File: src/rtl/bus_slave_resp_mux_pkg.sv
// rtl/bus_slave_resp_mux_pkg.sv - shared types and defaults for the registered slave response mux
package bus_slave_resp_mux_pkg;

  localparam int          WORD_DATA_W  = 32;
  localparam int          BUS_TIMEOUT  = 255;
  localparam logic [31:0] BUS_ERR_DATA = 32'hDEAD_BEEF;

  // Chip selects, readies and the error qualifier are all active-low on this bus.
  localparam logic ENABLE_  = 1'b0;
  localparam logic DISABLE_ = 1'b1;

  typedef enum logic [1:0] {
    BUS_MUX_IDLE  = 2'd0,
    BUS_MUX_WAIT  = 2'd1,
    BUS_MUX_BLOCK = 2'd2
  } bus_mux_state_e;

  // A disabled watchdog still needs a one-bit counter to keep the declarations legal.
  function automatic int cnt_width(input int timeout);
    return (timeout < 1) ? 1 : $clog2(timeout + 1);
  endfunction

endpackage

File: src/rtl/bus_slave_resp_mux_if.sv
// rtl/bus_slave_resp_mux_if.sv - slave-side and master-side signal bundle of the response mux
interface bus_slave_resp_mux_if
  import bus_slave_resp_mux_pkg::*;
#(
  parameter int SLAVE_NUM = 8,
  parameter int DATA_W    = WORD_DATA_W,
  parameter int SEL_W     = $clog2(SLAVE_NUM)
);

  logic [SLAVE_NUM-1:0]        s_cs_;
  logic [SLAVE_NUM*DATA_W-1:0] s_rd_data;
  logic [SLAVE_NUM-1:0]        s_rdy_;
  logic                        clr_err;
  logic [DATA_W-1:0]           m_rd_data;
  logic                        m_rdy_;
  logic                        m_err_;
  logic                        to_flag;
  logic [SEL_W-1:0]            to_slv;
  logic                        multi_cs_flag;

  modport slave (
    input  s_cs_, s_rd_data, s_rdy_, clr_err,
    output m_rd_data, m_rdy_, m_err_, to_flag, to_slv, multi_cs_flag
  );

  modport master (
    output s_cs_, s_rd_data, s_rdy_, clr_err,
    input  m_rd_data, m_rdy_, m_err_, to_flag, to_slv, multi_cs_flag
  );

endinterface

File: src/rtl/bus_slave_prio_enc.sv
// rtl/bus_slave_prio_enc.sv - lowest-index-wins encoder over active-low chip selects
module bus_slave_prio_enc
  import bus_slave_resp_mux_pkg::*;
#(
  parameter int SLAVE_NUM = 8,
  parameter int SEL_W     = $clog2(SLAVE_NUM)
) (
  input  logic [SLAVE_NUM-1:0] s_cs_i,
  output logic [SEL_W-1:0]     sel_o,
  output logic                 sel_vld_o,
  output logic                 multi_o
);

  // Scan from the top so the lowest active index is the last one written.
  always_comb begin
    sel_o     = '0;
    sel_vld_o = 1'b0;
    multi_o   = 1'b0;
    for (int i = SLAVE_NUM - 1; i >= 0; i--) begin
      if (s_cs_i[i] == ENABLE_) begin
        if (sel_vld_o) begin
          multi_o = 1'b1;
        end
        sel_vld_o = 1'b1;
        sel_o     = SEL_W'(i);
      end
    end
  end

endmodule

File: src/rtl/bus_slave_resp_mux.sv
// rtl/bus_slave_resp_mux.sv - registered N-slave response mux with bus-timeout watchdog and sticky status
module bus_slave_resp_mux
  import bus_slave_resp_mux_pkg::*;
#(
  parameter int                SLAVE_NUM = 8,
  parameter int                DATA_W    = WORD_DATA_W,
  parameter int                TIMEOUT   = BUS_TIMEOUT,
  parameter logic [DATA_W-1:0] ERR_DATA  = DATA_W'(BUS_ERR_DATA),
  parameter int                SEL_W     = $clog2(SLAVE_NUM)
) (
  input logic                 clk,
  input logic                 reset_,
  bus_slave_resp_mux_if.slave bus
);

  localparam int CNT_W = cnt_width(TIMEOUT);
  localparam logic [CNT_W-1:0] CNT_LAST = (TIMEOUT > 1) ? CNT_W'(TIMEOUT - 1) : '0;

  logic [SEL_W-1:0]  sel;
  logic              sel_vld;
  logic              multi;
  logic              slv_rdy;
  logic              to_evt;
  logic [DATA_W-1:0] rd_arr [SLAVE_NUM];

  bus_mux_state_e    state_q, state_d;
  logic [CNT_W-1:0]  cnt_q, cnt_d;
  logic [SEL_W-1:0]  sel_q, sel_d;
  logic [DATA_W-1:0] m_rd_data_q, m_rd_data_d;
  logic              m_rdy_q, m_rdy_d;
  logic              m_err_q, m_err_d;
  logic              to_flag_q, to_flag_d;
  logic [SEL_W-1:0]  to_slv_q, to_slv_d;
  logic              multi_q, multi_d;

  bus_slave_prio_enc #(
    .SLAVE_NUM (SLAVE_NUM),
    .SEL_W     (SEL_W)
  ) u_prio_enc (
    .s_cs_i    (bus.s_cs_),
    .sel_o     (sel),
    .sel_vld_o (sel_vld),
    .multi_o   (multi)
  );

  for (genvar g = 0; g < SLAVE_NUM; g++) begin : g_unpack
    assign rd_arr[g] = bus.s_rd_data[g*DATA_W +: DATA_W];
  end

  assign slv_rdy = sel_vld && (bus.s_rdy_[sel] == ENABLE_);

  always_comb begin
    state_d = state_q;
    cnt_d   = cnt_q;
    sel_d   = sel_q;
    to_evt  = 1'b0;
    unique case (state_q)
      BUS_MUX_IDLE: begin
        if (TIMEOUT != 0 && sel_vld && !slv_rdy) begin
          if (TIMEOUT == 1) begin
            to_evt  = 1'b1;
            state_d = BUS_MUX_BLOCK;
          end else begin
            state_d = BUS_MUX_WAIT;
            cnt_d   = CNT_W'(1);
            sel_d   = sel;
          end
        end
      end
      BUS_MUX_WAIT: begin
        if (!sel_vld || slv_rdy) begin
          state_d = BUS_MUX_IDLE;
          cnt_d   = '0;
        end else if (sel != sel_q) begin
          // A different slave is now addressed: treat it as a fresh transaction.
          cnt_d = CNT_W'(1);
          sel_d = sel;
        end else if (cnt_q == CNT_LAST) begin
          to_evt  = 1'b1;
          state_d = BUS_MUX_BLOCK;
          cnt_d   = '0;
        end else begin
          cnt_d = cnt_q + CNT_W'(1);
        end
      end
      BUS_MUX_BLOCK: begin
        if (!sel_vld) begin
          state_d = BUS_MUX_IDLE;
        end
      end
      default: begin
        state_d = BUS_MUX_IDLE;
        cnt_d   = '0;
      end
    endcase
  end

  always_comb begin
    m_rd_data_d = '0;
    m_rdy_d     = DISABLE_;
    m_err_d     = DISABLE_;
    if (state_q != BUS_MUX_BLOCK && slv_rdy) begin
      m_rd_data_d = rd_arr[sel];
      m_rdy_d     = ENABLE_;
    end else if (to_evt) begin
      m_rd_data_d = ERR_DATA;
      m_rdy_d     = ENABLE_;
      m_err_d     = ENABLE_;
    end
  end

  // Set events outrank a simultaneous clear; to_slv only records the first timeout.
  always_comb begin
    to_flag_d = to_evt | (to_flag_q & ~bus.clr_err);
    to_slv_d  = to_slv_q;
    if (to_evt && !(to_flag_q && !bus.clr_err)) begin
      to_slv_d = sel;
    end
    multi_d = multi | (multi_q & ~bus.clr_err);
  end

  always_ff @(posedge clk) begin
    if (!reset_) begin
      state_q     <= BUS_MUX_IDLE;
      cnt_q       <= '0;
      sel_q       <= '0;
      m_rd_data_q <= '0;
      m_rdy_q     <= DISABLE_;
      m_err_q     <= DISABLE_;
      to_flag_q   <= 1'b0;
      to_slv_q    <= '0;
      multi_q     <= 1'b0;
    end else begin
      state_q     <= state_d;
      cnt_q       <= cnt_d;
      sel_q       <= sel_d;
      m_rd_data_q <= m_rd_data_d;
      m_rdy_q     <= m_rdy_d;
      m_err_q     <= m_err_d;
      to_flag_q   <= to_flag_d;
      to_slv_q    <= to_slv_d;
      multi_q     <= multi_d;
    end
  end

  assign bus.m_rd_data     = m_rd_data_q;
  assign bus.m_rdy_        = m_rdy_q;
  assign bus.m_err_        = m_err_q;
  assign bus.to_flag       = to_flag_q;
  assign bus.to_slv        = to_slv_q;
  assign bus.multi_cs_flag = multi_q;

endmodule

File: src/flat_wrapper.sv
// flat-port wrapper written by rule: the top's interface ports become plain ports
module bus_slave_resp_mux_flat import bus_slave_resp_mux_pkg::*;
#(
  parameter int                SLAVE_NUM = 8,
  parameter int                DATA_W    = WORD_DATA_W,
  parameter int                TIMEOUT   = BUS_TIMEOUT,
  parameter logic [DATA_W-1:0] ERR_DATA  = DATA_W'(BUS_ERR_DATA),
  parameter int                SEL_W     = $clog2(SLAVE_NUM)
)
  (clk, reset_, bus_s_cs_, bus_s_rd_data, bus_s_rdy_, bus_clr_err, bus_m_rd_data, bus_m_rdy_, bus_m_err_, bus_to_flag, bus_to_slv, bus_multi_cs_flag);
  bus_slave_resp_mux_if #(.SLAVE_NUM(SLAVE_NUM), .DATA_W(DATA_W), .SEL_W(SEL_W)) bus_i ();
  input logic clk;
  input logic reset_;
  input wire logic [$bits(bus_i.s_cs_)-1:0] bus_s_cs_;
  input wire logic [$bits(bus_i.s_rd_data)-1:0] bus_s_rd_data;
  input wire logic [$bits(bus_i.s_rdy_)-1:0] bus_s_rdy_;
  input wire logic [$bits(bus_i.clr_err)-1:0] bus_clr_err;
  output wire logic [$bits(bus_i.m_rd_data)-1:0] bus_m_rd_data;
  output wire logic [$bits(bus_i.m_rdy_)-1:0] bus_m_rdy_;
  output wire logic [$bits(bus_i.m_err_)-1:0] bus_m_err_;
  output wire logic [$bits(bus_i.to_flag)-1:0] bus_to_flag;
  output wire logic [$bits(bus_i.to_slv)-1:0] bus_to_slv;
  output wire logic [$bits(bus_i.multi_cs_flag)-1:0] bus_multi_cs_flag;
  assign bus_i.s_cs_ = bus_s_cs_;
  assign bus_i.s_rd_data = bus_s_rd_data;
  assign bus_i.s_rdy_ = bus_s_rdy_;
  assign bus_i.clr_err = bus_clr_err;
  assign bus_m_rd_data = bus_i.m_rd_data;
  assign bus_m_rdy_ = bus_i.m_rdy_;
  assign bus_m_err_ = bus_i.m_err_;
  assign bus_to_flag = bus_i.to_flag;
  assign bus_to_slv = bus_i.to_slv;
  assign bus_multi_cs_flag = bus_i.multi_cs_flag;
  bus_slave_resp_mux #(.SLAVE_NUM(SLAVE_NUM), .DATA_W(DATA_W), .TIMEOUT(TIMEOUT), .ERR_DATA(ERR_DATA), .SEL_W(SEL_W)) u_core (.clk(clk), .reset_(reset_), .bus(bus_i));
endmodule
File: config.mk
export PLATFORM = sky130hd
export DESIGN_NAME = bus_slave_resp_mux_flat
export DESIGN_NICKNAME = d
export VERILOG_FILES = /design/src/rtl/bus_slave_resp_mux_pkg.sv /design/src/rtl/bus_slave_resp_mux_if.sv /design/src/rtl/bus_slave_prio_enc.sv /design/src/rtl/bus_slave_resp_mux.sv /design/src/flat_wrapper.sv
export SDC_FILE = /design/constraint.sdc
export NUM_CORES = 1
export LEC_CHECK = 0
export BUFFER_PORTS_ARGS = -buffer_cell sky130_fd_sc_hd__buf_2
export CORE_MARGIN = 2
export CORE_UTILIZATION = 24
export CTS_CLUSTER_DIAMETER = 200
export DETAILED_ROUTE_END_ITERATION = 10
export GPL_TIMING_DRIVEN = 1
export HOLD_SLACK_MARGIN = 0.03
export PLACE_DENSITY = 0.47
export REMOVE_ABC_BUFFERS = 1
export SLEW_MARGIN = 20
export SYNTH_ARGS = -nofsm -noshare
export SYNTH_HDL_FRONTEND = slang
export SYNTH_SLANG_ARGS = --single-unit
File: constraint.sdc
create_clock -name clk -period 3.7 [get_ports clk]
set_input_delay 0.185 -clock clk [delete_from_list [all_inputs] [get_ports clk]]
set_output_delay 0.185 -clock clk [all_outputs]
set_load 0.005 [all_outputs]
After elaboration in Yosys (flattened, before gate mapping)
Cells that the tools add are included.
{"block": "totals", "in_bits": 275, "out_inout_bits": 39, "elab_cells": 105, "ff_bits": 52}
{"block": "op_classes", "magnitude_cmp": 2, "n_bitwise": 9, "muxes": 57, "reduce_logical": 16, "eq_ne": 11, "addsub": 1}
{"cell": "$mux 32", "count": 4}
{"cell": "$bmux 32 s3", "count": 1}
{"cell": "$mux 3", "count": 11}
{"cell": "$mux 8", "count": 4}
{"cell": "$mux 1", "count": 28}
{"cell": "$pmux 8 s3", "count": 1}
{"cell": "$mux 2", "count": 5}
{"cell": "$add 8x1->8 const B", "count": 1}
{"cell": "$eq 8x8->1 const B", "count": 1}
{"cell": "$reduce_and 4->1", "count": 2}
{"cell": "$ne 2x2->1 const B", "count": 3}
{"cell": "$pmux 2 s3", "count": 1}
{"cell": "$pmux 3 s2", "count": 1}
{"cell": "$logic_and 1x1->1", "count": 5}
{"cell": "$ge 4x4->1 const B", "count": 1}
{"cell": "$logic_not 1->1", "count": 4}
{"cell": "$lt 3x4->1 const B", "count": 1}
{"cell": "$ne 2x1->1 const B", "count": 2}
{"cell": "$not 1->1", "count": 4}
{"cell": "$not 3->4", "count": 1}
{"cell": "$bmux 1 s3", "count": 1}
{"cell": "$ne 3x1->1 const B", "count": 1}
{"cell": "$ne 3x2->1 const B", "count": 1}
{"cell": "$ne 3x3->1", "count": 1}
{"cell": "9 further kinds", "count": 11}

Longest topological paths before layout
Gate-level depths: netlist of run 1.
{"block": "depth", "ltp_word": 17, "mapped_depth": 12, "ltp_nobuf": 7}

Cells and area by module
A second synthesis of run 1 with hierarchy kept.
{"block": "hier_totals", "hier_cells": 330, "hier_area_um2": 4017.6}
{"mod": "bus_slave_resp_mux", "area_per_inst_um2": 3887.5, "cells_each": 310, "n_inst": 1, "seq_area_each_um2": 1041.0}
{"mod": "bus_slave_prio_enc", "area_per_inst_um2": 130.1, "cells_each": 20, "n_inst": 1, "seq_area_each_um2": 0.0}

Worst setup path before layout of run 1
OpenSTA, ideal clock, no wires.
{"block": "synth_timing", "path_type": "in2reg", "startpoint": "in bus_s_cs_[3]", "endpoint": "reg u_core.m_err_q, in the netlist u_core.bus.m_err_", "path_buffers": 2, "arrival_time_ns": 1.731, "setup_ns": 0.134, "required_ns": 3.566, "stages": 8, "slack_ns": 1.835, "path_cell_list": "buf_2 nand2_1 a21o_4 a31o_2 a41oi_2 a32o_2 buf_6 or4b_1"}
{"block": "synth_via", "elab_chain_cells": 12, "word_cells_on_any_way": 21, "cone_classes": "eq/ne (1); mux (14); bitwise (1); reduce/logical (5)"}
{"element": "start: declaration", "line": "flat_wrapper.sv:14", "source": "input wire logic [$bits(bus_i.s_cs_)-1:0] bus_s_cs_;"}
{"element": "$mux 3 (4 in series)", "line": "bus_slave_prio_enc.sv:20", "source": "if (s_cs_i[i] == ENABLE_) begin"}
{"element": "$bmux 1 s3", "line": "bus_slave_resp_mux.sv:50", "source": "assign slv_rdy = sel_vld && (bus.s_rdy_[sel] == ENABLE_);"}
{"element": "$mux 1 (not written as such)", "line": "bus_slave_resp_mux.sv:50"}
{"element": "$not 1->1", "line": "bus_slave_resp_mux.sv:50"}
{"element": "$logic_and 1x1->1", "line": "bus_slave_resp_mux.sv:50"}
{"element": "$logic_or 1x1->1", "line": "bus_slave_resp_mux.sv:71", "source": "if (!sel_vld || slv_rdy) begin"}
{"element": "$mux 1", "line": "bus_slave_resp_mux.sv:71"}
{"element": "$mux 1", "line": "bus_slave_resp_mux.sv:57", "source": "unique case (state_q)"}
{"element": "$mux 1", "line": "bus_slave_resp_mux.sv:105", "source": "end else if (to_evt) begin"}
{"element": "end signal: assignment", "line": "bus_slave_resp_mux.sv:139", "source": "m_err_q <= m_err_d;"}
{"element": "end: declaration", "line": "bus_slave_resp_mux.sv:31", "source": "logic m_err_q, m_err_d;"}
Parallel ways exist; a longest one is shown, timed or not. The select of a mux whose other input is x is not followed.
A chain may end at the register's enable or synchronous reset.

Worst setup path after layout of run 1
{"block": "layout_timing", "startpoint": "in bus_s_cs_[2]", "endpoint": "reg u_core.m_rd_data_q[2], in the netlist u_core.bus.m_rd_data[2]"}
{"block": "layout_via", "elab_chain_cells": 12, "word_cells_on_any_way": 23, "cone_classes": "eq/ne (1); mux (16); bitwise (2); reduce/logical (4)"}
{"element": "$mux 3 (3 in series)", "line": "bus_slave_prio_enc.sv:20"}
{"element": "$bmux 1 s3", "line": "bus_slave_resp_mux.sv:50"}
{"element": "$mux 1 (not written as such)", "line": "bus_slave_resp_mux.sv:50"}
{"element": "$not 1->1", "line": "bus_slave_resp_mux.sv:50"}
{"element": "$logic_and 1x1->1", "line": "bus_slave_resp_mux.sv:50"}
{"element": "$logic_or 1x1->1", "line": "bus_slave_resp_mux.sv:71"}
{"element": "$mux 1", "line": "bus_slave_resp_mux.sv:71"}
{"element": "$mux 1", "line": "bus_slave_resp_mux.sv:57"}
{"element": "$mux 32", "line": "bus_slave_resp_mux.sv:105"}
{"element": "$mux 32 *", "line": "bus_slave_resp_mux.sv:102", "source": "if (state_q != BUS_MUX_BLOCK && slv_rdy) begin"}
{"element": "end signal: assignment", "line": "bus_slave_resp_mux.sv:137", "source": "m_rd_data_q <= m_rd_data_d;"}
{"element": "end: declaration", "line": "bus_slave_resp_mux.sv:29", "source": "logic [DATA_W-1:0] m_rd_data_q, m_rd_data_d;"}
Every way passes the cells marked *; elsewhere a longest branch is shown, timed or not. The select of a mux whose other input is x is not followed.

==> results of run 1 <==
==> layer usage <==
metal  up-vias  global-route usage  routed length [um]
li1       2978                   -                   -
met1      2722              0.2357                8603
met2       193              0.3427               10310
met3        25             0.04643                1270
met4         0             0.06211                 349
met5         -                   0                   0
==> state kept, by name, indices dropped and copies added, names as in the netlist <==
register	count
u_core.bus.m_err_	1
u_core.bus.m_rd_data	32
u_core.bus.m_rdy_	1
u_core.bus.multi_cs_flag	1
u_core.bus.to_flag	1
u_core.bus.to_slv	3
u_core.cnt_q	8
u_core.sel_q	3
u_core.state_q	2
==> stage by stage <==
step / power, mW / cell area, um2 / std cells / setup TNS [ns]
after global placement: 1.251 / 6241 / 1174 / 0
final: 1.714 / 6390 / 1184 / 0
after global routing: 1.828 / 6390 / 1184 / 0
after CTS: 1.744 / 6385 / 1182 / 0
after floorplan: 0.9493 / 4237 / 615 / -64.10
after detailed placement: 1.248 / 6241 / 1174 / 0
==> layout make-up <==
class,count,area [um2],area share
tap,234,292.8,0.04582
timing repair buffer,325,1682,0.2632
antenna,2,5.005,0.0007832
sequential,52,1041,0.1629
clock inverter,3,18.77,0.002937
clock buffer,5,125.1,0.01958
multi-input combinational,557,3203,0.5013
inverter,6,22.52,0.003525
==> worst max-delay path: cells and delay by family <==
family                 cells  cell delay, ns
AO/OA/AOI/OAI              4            1.01
buffers and inverters      3            0.70
AND/OR/NAND/NOR            3            0.84
==> Yosys cell counts (5+ instances only) <==
master     instances  area share
buf_6              8       0.020
o21ai_1           17       0.019
a211oi_2          17       0.046
inv_1              6      0.0049
a31oi_1           20       0.027
or3_1              5      0.0068
o21ai_0            8      0.0087
nand4_1            6      0.0082
a32oi_1            9       0.017
nand3_1          112        0.12
dfxtp_1           52        0.23
buf_4              8       0.013
clkbuf_1          20       0.016
a2111oi_0          6       0.011
a21o_1             8       0.013
nand2_1          223        0.18
nand2b_1           6      0.0082
nor3b_1           17       0.028
nor2_1            13       0.011
mux4_2             7       0.034
a311oi_1          17       0.032
buf_2             24       0.026
a21oi_1           19       0.021
==> power breakdown <==
part	internal, mW	switching, mW
clock	0.251	0.233
combinational	0.284	0.338
sequential	0.594	0.0140
==> cells in the final DEF, fill, tap and decap left out, types with 9 or more instances in the layout <==
cell      netlist  final
a211oi_2       17     17
a21oi_1        19     19
a311oi_1       17     17
a31oi_1        20     20
a32oi_1         9      9
buf_2          24    313
buf_4           8     10
dfxtp_1        52     52
nand2_1       223    223
nand3_1       112    111
nor2_1         13     11
nor3b_1        17     17
o21ai_1        17     17
==> worst paths after layout <==
| path | from | to | slack [ns] | depth (start not counted) |
|---|---|---|---|---|
| min reg2reg | u_core.bus.to_slv[2]$_SDFFE_PN0P_ | u_core.bus.to_slv[2]$_SDFFE_PN0P_ | 0.46 | 2 |
| max reg2reg | u_core.sel_q[2]$_SDFFE_PN0P_ | u_core.bus.m_rdy_$_SDFF_PN1_ | 1.51 | 8 |
| max | bus_s_cs_[2] | u_core.bus.m_rd_data[2]$_SDFF_PN0_ | 1.16 | 10 |
| min | reset_ | u_core.sel_q[1]$_SDFFE_PN0P_ | 0.26 | 3 |
==> logic make-up after synthesis <==
logic type	share of synthesized area
DFF	0.2268
adders and majority gates	0.009814
muxes	0.04089
AOI/OAI and AO/OA	0.2323
and+or+nand+nor	0.4084
buffers and inverters	0.08179
==> qor.yml, run 1 <==
placed_design:
  gp_routability_congestion: 0.8258
  pre_cts_ws_ns: 0.8156
  hpwl_mm: 15.65
  io_buffers: 313
clock_tree:
  cts_hold_buffers: 0
  tritoncts: "built"
  clkLatencyLatePin_ns: 0.30
  cts_made_buffers: 5
  cts.htree.levels: 2
  cts_resized: 0
  cts.sinks: 52
  cts_setup_buffers: 0
  clockBufferDepth: 2
  cts_root_buf: "clkbuf_16"
  clkTransAtPathRegs_ns: 0.08
finish:
  final_util: 0.3416
  syn2layout_area_growth_pct: 39.23
  layout.nets: 1224
  layout-drive-gt1-share: 0.3987
  fillers: 2073
logic_synthesis:
  syn-cell-area_um2: 4589
  syn_area_per_cell_um2: 6.779
  synth-edff-count: 0
  yosysWarningCount: 0
  synth.distinct_cells: 55
  synthesis.instances: 677
  async_flop_share: 0
  synth-seq-area-share: 0.2268
  ys_ff_latch: 52
  ys.flop_type: "dfxtp_1"
setup_path:
  required_ns: 3.91
  end_kind: "flop"
  cp.arrival_ns: 2.75
  critPathKind: "in -> reg"
  slowest_delay_ns: 0.62
  critPathSlowestCell: "nand3_2"
  path_max_fanout: 33
  setup.worst_path.start_class: "input pin"
  crit_chain: "buf_2 -> nand2_1 -> a21o_4 -> nand3_2 -> buf_4 -> a32oi_1 -> a31oi_1 -> buf_4 -> nand3_2 -> a32oi_1"
global_route:
  grt_usage: 0.1956
  grt_pass1_wl_mm: 30.95
  antenna_found_initial: 2
  grt_overflow_total: 0
  grt_max_degree: 76
  grt_pass1_vias: 5696
floorplanning:
  die_w_um: 142.3
  rows: 50
  die_h_um: 142.3
  die-area_um2: 20250
  ioPinCount: 314
  core_area_um2: 18710
  start_util: 0.2454
detailed_routing:
  drc: 0
  dr.pass1.iters: 4
  postRouteAntennaNets: 0
  viasPerCell: 4.998
  dr_total_vias: 5918
  routedWlPerCell_um: 17.34
  drtIter0Drc: 310
  routed_wl_mm: 20.53
job:
  maxCapViolations: 0
outcome:
  outcome: "complete, no violations"
timing:
  tightest_slew_ns: 0.9556
  finClkSkew_ns: 0.007723
  grt_setup_unrepaired: "false"
  max_freq_ghz: 0.3940
  setup_viol: 0
  whs_ns: 0.2570
  drv_slew: 0
  worst_slack_ns: 1.162
  slew_headroom: 0.3629
  period_share: 0.6860
  hold_viol: 0
  fin_crit_ns: 2.538
power_and_ir_drop:
  ir_drop_uv: 141.6
  power_leakage_nw: 3.050
  power-per-cell-area_nw_per_um2: 268.2
min_path:
  min_path_type: "in -> reg"
No activity file was read; power rests on OpenSTA's default activity.
==> run 2, diff against run 1 <==
--- a/config.mk
+++ b/config.mk
@@ -12,7 +12,7 @@
 export DETAILED_ROUTE_END_ITERATION = 10
 export GPL_TIMING_DRIVEN = 1
 export HOLD_SLACK_MARGIN = 0.03
-export PLACE_DENSITY = 0.47
+export PLACE_DENSITY = 0.49
 export REMOVE_ABC_BUFFERS = 1
 export SLEW_MARGIN = 20
 export SYNTH_ARGS = -nofsm -noshare
==> constraint.sdc (replaced) <==
create_clock -name clk -period 2.29 [get_ports clk]
set_input_delay 0.1145 -clock clk [delete_from_list [all_inputs] [get_ports clk]]
set_output_delay 0.1145 -clock clk [all_outputs]
set_load 0.005 [all_outputs]
==> qor.yml, run 2 (synthesized netlist as in run 1, its figures left out) <==
setup_path:
  setup.worst_path.start_class: "flop"
  end_kind: "flop"
  critical_path_buf_inv_count: 1
  r2r_end: "u_core.bus.m_rd_data[25]$_SDFF_PN0_"
  r2r_slack_ns: 0.27
  ff2ff_path_depth: 8
  path_max_fanout: 17
  reg2reg_from: "u_core.sel_q[2]$_SDFFE_PN0P_"
  critical-path-top-delay-family: "simple AND/OR/NAND/NOR gates"
  slowest_delay_ns: 0.37
  cp.arrival_ns: 2.26
  worstSetupStartpoint: "u_core.sel_q[2]$_SDFFE_PN0P_"
  critPathSlowestCell: "dfxtp_1"
  required_ns: 2.53
  crit_chain: "and3_1 -> nand4_1 -> a21oi_1 -> o221a_2 -> and2_4 -> nand3_2 -> buf_4 -> o21ai_1"
  critPathKind: "reg -> reg"
placed_design:
  gp_routability_congestion: 0.8277
  io_buffers: 313
  hpwl_mm: 15.18
  place_inst: 1189
  place_area_um2: 6384
timing:
  grt_setup_unrepaired: "false"
  fin_crit_ns: 2.023
  tightest_slew_ns: 0.4535
  max_freq_ghz: 0.4944
  hold_viol: 0
  finClkSkew_ns: 0.004138
  setup_viol: 0
  slew_headroom: 0.6899
  whs_ns: 0.1816
  drv_slew: 0
  period_share: 0.8832
power_and_ir_drop:
  clock_power_share: 0.287
  ir_drop_uv: 233.2
  sequentialPowerShare: 0.347
  power-per-cell-area_nw_per_um2: 431.9
  power_switching_share: 0.3415
  p_switching_mw: 0.9641
  power_leakage_nw: 3.134
  p_comb_frac: 0.366
  power.internal_mw: 1.859
min_path:
  hold_depth: 3
  min_to: "u_core.sel_q[2]$_SDFFE_PN0P_"
  min_path_type: "in -> reg"
  worstHoldStart: "reset_"
global_route:
  grt_overflow_total: 0
  grt_usage: 0.1905
  grt_pass1_vias: 5789
  grt_max_degree: 62
  antenna_found_initial: 0
  grt_pass1_wl_mm: 30.44
outcome:
  outcome: "complete, no violations"
finish:
  layout_commonest_cell: "buf_2"
  fillers: 2062
  layout_common_cells: "313 x buf_2, 223 x nand2_1, 111 x nand3_1"
  layout-drive-gt1-share: 0.4081
  largest_register_ffs: 32
  layout.nets: 1239
  syn2layout_area_growth_pct: 42.45
  fin_cells: 1198
  final_cell_area_um2: 6538
detailed_routing:
  postRouteAntennaNets: 0
  dr.pass1.iters: 5
  drtIter0Drc: 317
  dr_total_vias: 6020
  drc: 0
  routedWlPerCell_um: 16.67
  viasPerCell: 5.025
  routed_wl_mm: 19.97
clock_tree:
  cts.sinks: 52
  tritoncts: "built"
  cts_hold_buffers: 0
  cts_made_buffers: 5
  cts.htree.levels: 2
  clkLatencyLatePin_ns: 0.30
  clkTransAtPathRegs_ns: 0.08
  cts_resized: 0
  cts_root_buf: "clkbuf_16"
  clockBufferDepth: 2
  cts_setup_buffers: 0
floorplanning:
  die_w_um: 142.3
  start_util: 0.2454
  rows: 50
  ioPinCount: 314
  core_area_um2: 18710
  die-area_um2: 20250
  die_h_um: 142.3
job:
  maxCapViolations: 0
run 2: cell types whose count changed in the layout (fill, tap and decap cells not counted), sizes merged:
cell / before / now
clkinv: 3 / 2
diode: 2 / 1
inv: 6 / 7
buf: 325 / 340
run 2: worst max path at each step:
stage | depth (start not counted) | to | slack [ns]
5_1_grt | 8 | u_core.bus.m_rd_data[25]$_SDFF_PN0_ | 0.1
3_3_place_gp | 10 | u_core.bus.m_rd_data[11]$_SDFF_PN0_ | 0.04
3_5_place_dp | 10 | u_core.bus.m_rd_data[16]$_SDFF_PN0_ | 0.04
6_report | 8 | u_core.bus.m_rd_data[25]$_SDFF_PN0_ | 0.27
2_1_floorplan | 5 | u_core.bus.m_rd_data[10]$_SDFF_PN0_ | -2.92
4_1_cts | 8 | u_core.bus.m_rd_data[3]$_SDFF_PN0_ | 0.26
run 2: metal layers:
layer,global-route usage,vias up,part of all wire
met4,0.04526,0,0.014
met3,0.03836,19,0.066
li1,-,2998,-
met2,0.3313,233,0.49
met1,0.2417,2770,0.43
met5,0,-,0
run 2: area by class of cell:
cell class	instances	area, um2	area share
Timing Repair Buffer	340	1832	0.2802
Sequential cell	52	1041	0.1592
Clock buffer	5	125.1	0.01914
Antenna cell	1	2.502	0.0003828
Clock inverter	3	26.28	0.004019
Multi-Input combinational cell	557	3196	0.4888
Inverter	6	22.52	0.003445
Tap cell	234	292.8	0.04478
run 2: tightest hold or removal path, cell delays in order:
cell,delay (ns)
buf_2,0.18
nand2_1,0.08
mux2i_1,0.06
run 2: per-stage QoR:
step / TNS [ns] / utilization / total power, mW / setup slack, ns
floorplan: -124.23 / - / 1.534 / -2.922
global placement: 0 / 0.3413 / 2.047 / 0.04074
detailed placement: 0 / 0.3413 / 2.041 / 0.03990
finish: 0 / 0.3495 / 2.823 / 0.2675
CTS: 0 / 0.3494 / 2.869 / 0.2616
global route: 0 / 0.3494 / 3.014 / 0.09943
run 2: power by group through the flow:
stage          Sequential (mW)  Combinational [mW]  Clock (mW)
2_1_floorplan             1.01               0.528           0
3_3_place_gp              1.00                1.05           0
3_5_place_dp              1.00                1.04           0
4_1_cts                  0.980                1.05       0.843
5_1_grt                  0.985                1.15       0.878
6_report                 0.980                1.03       0.809
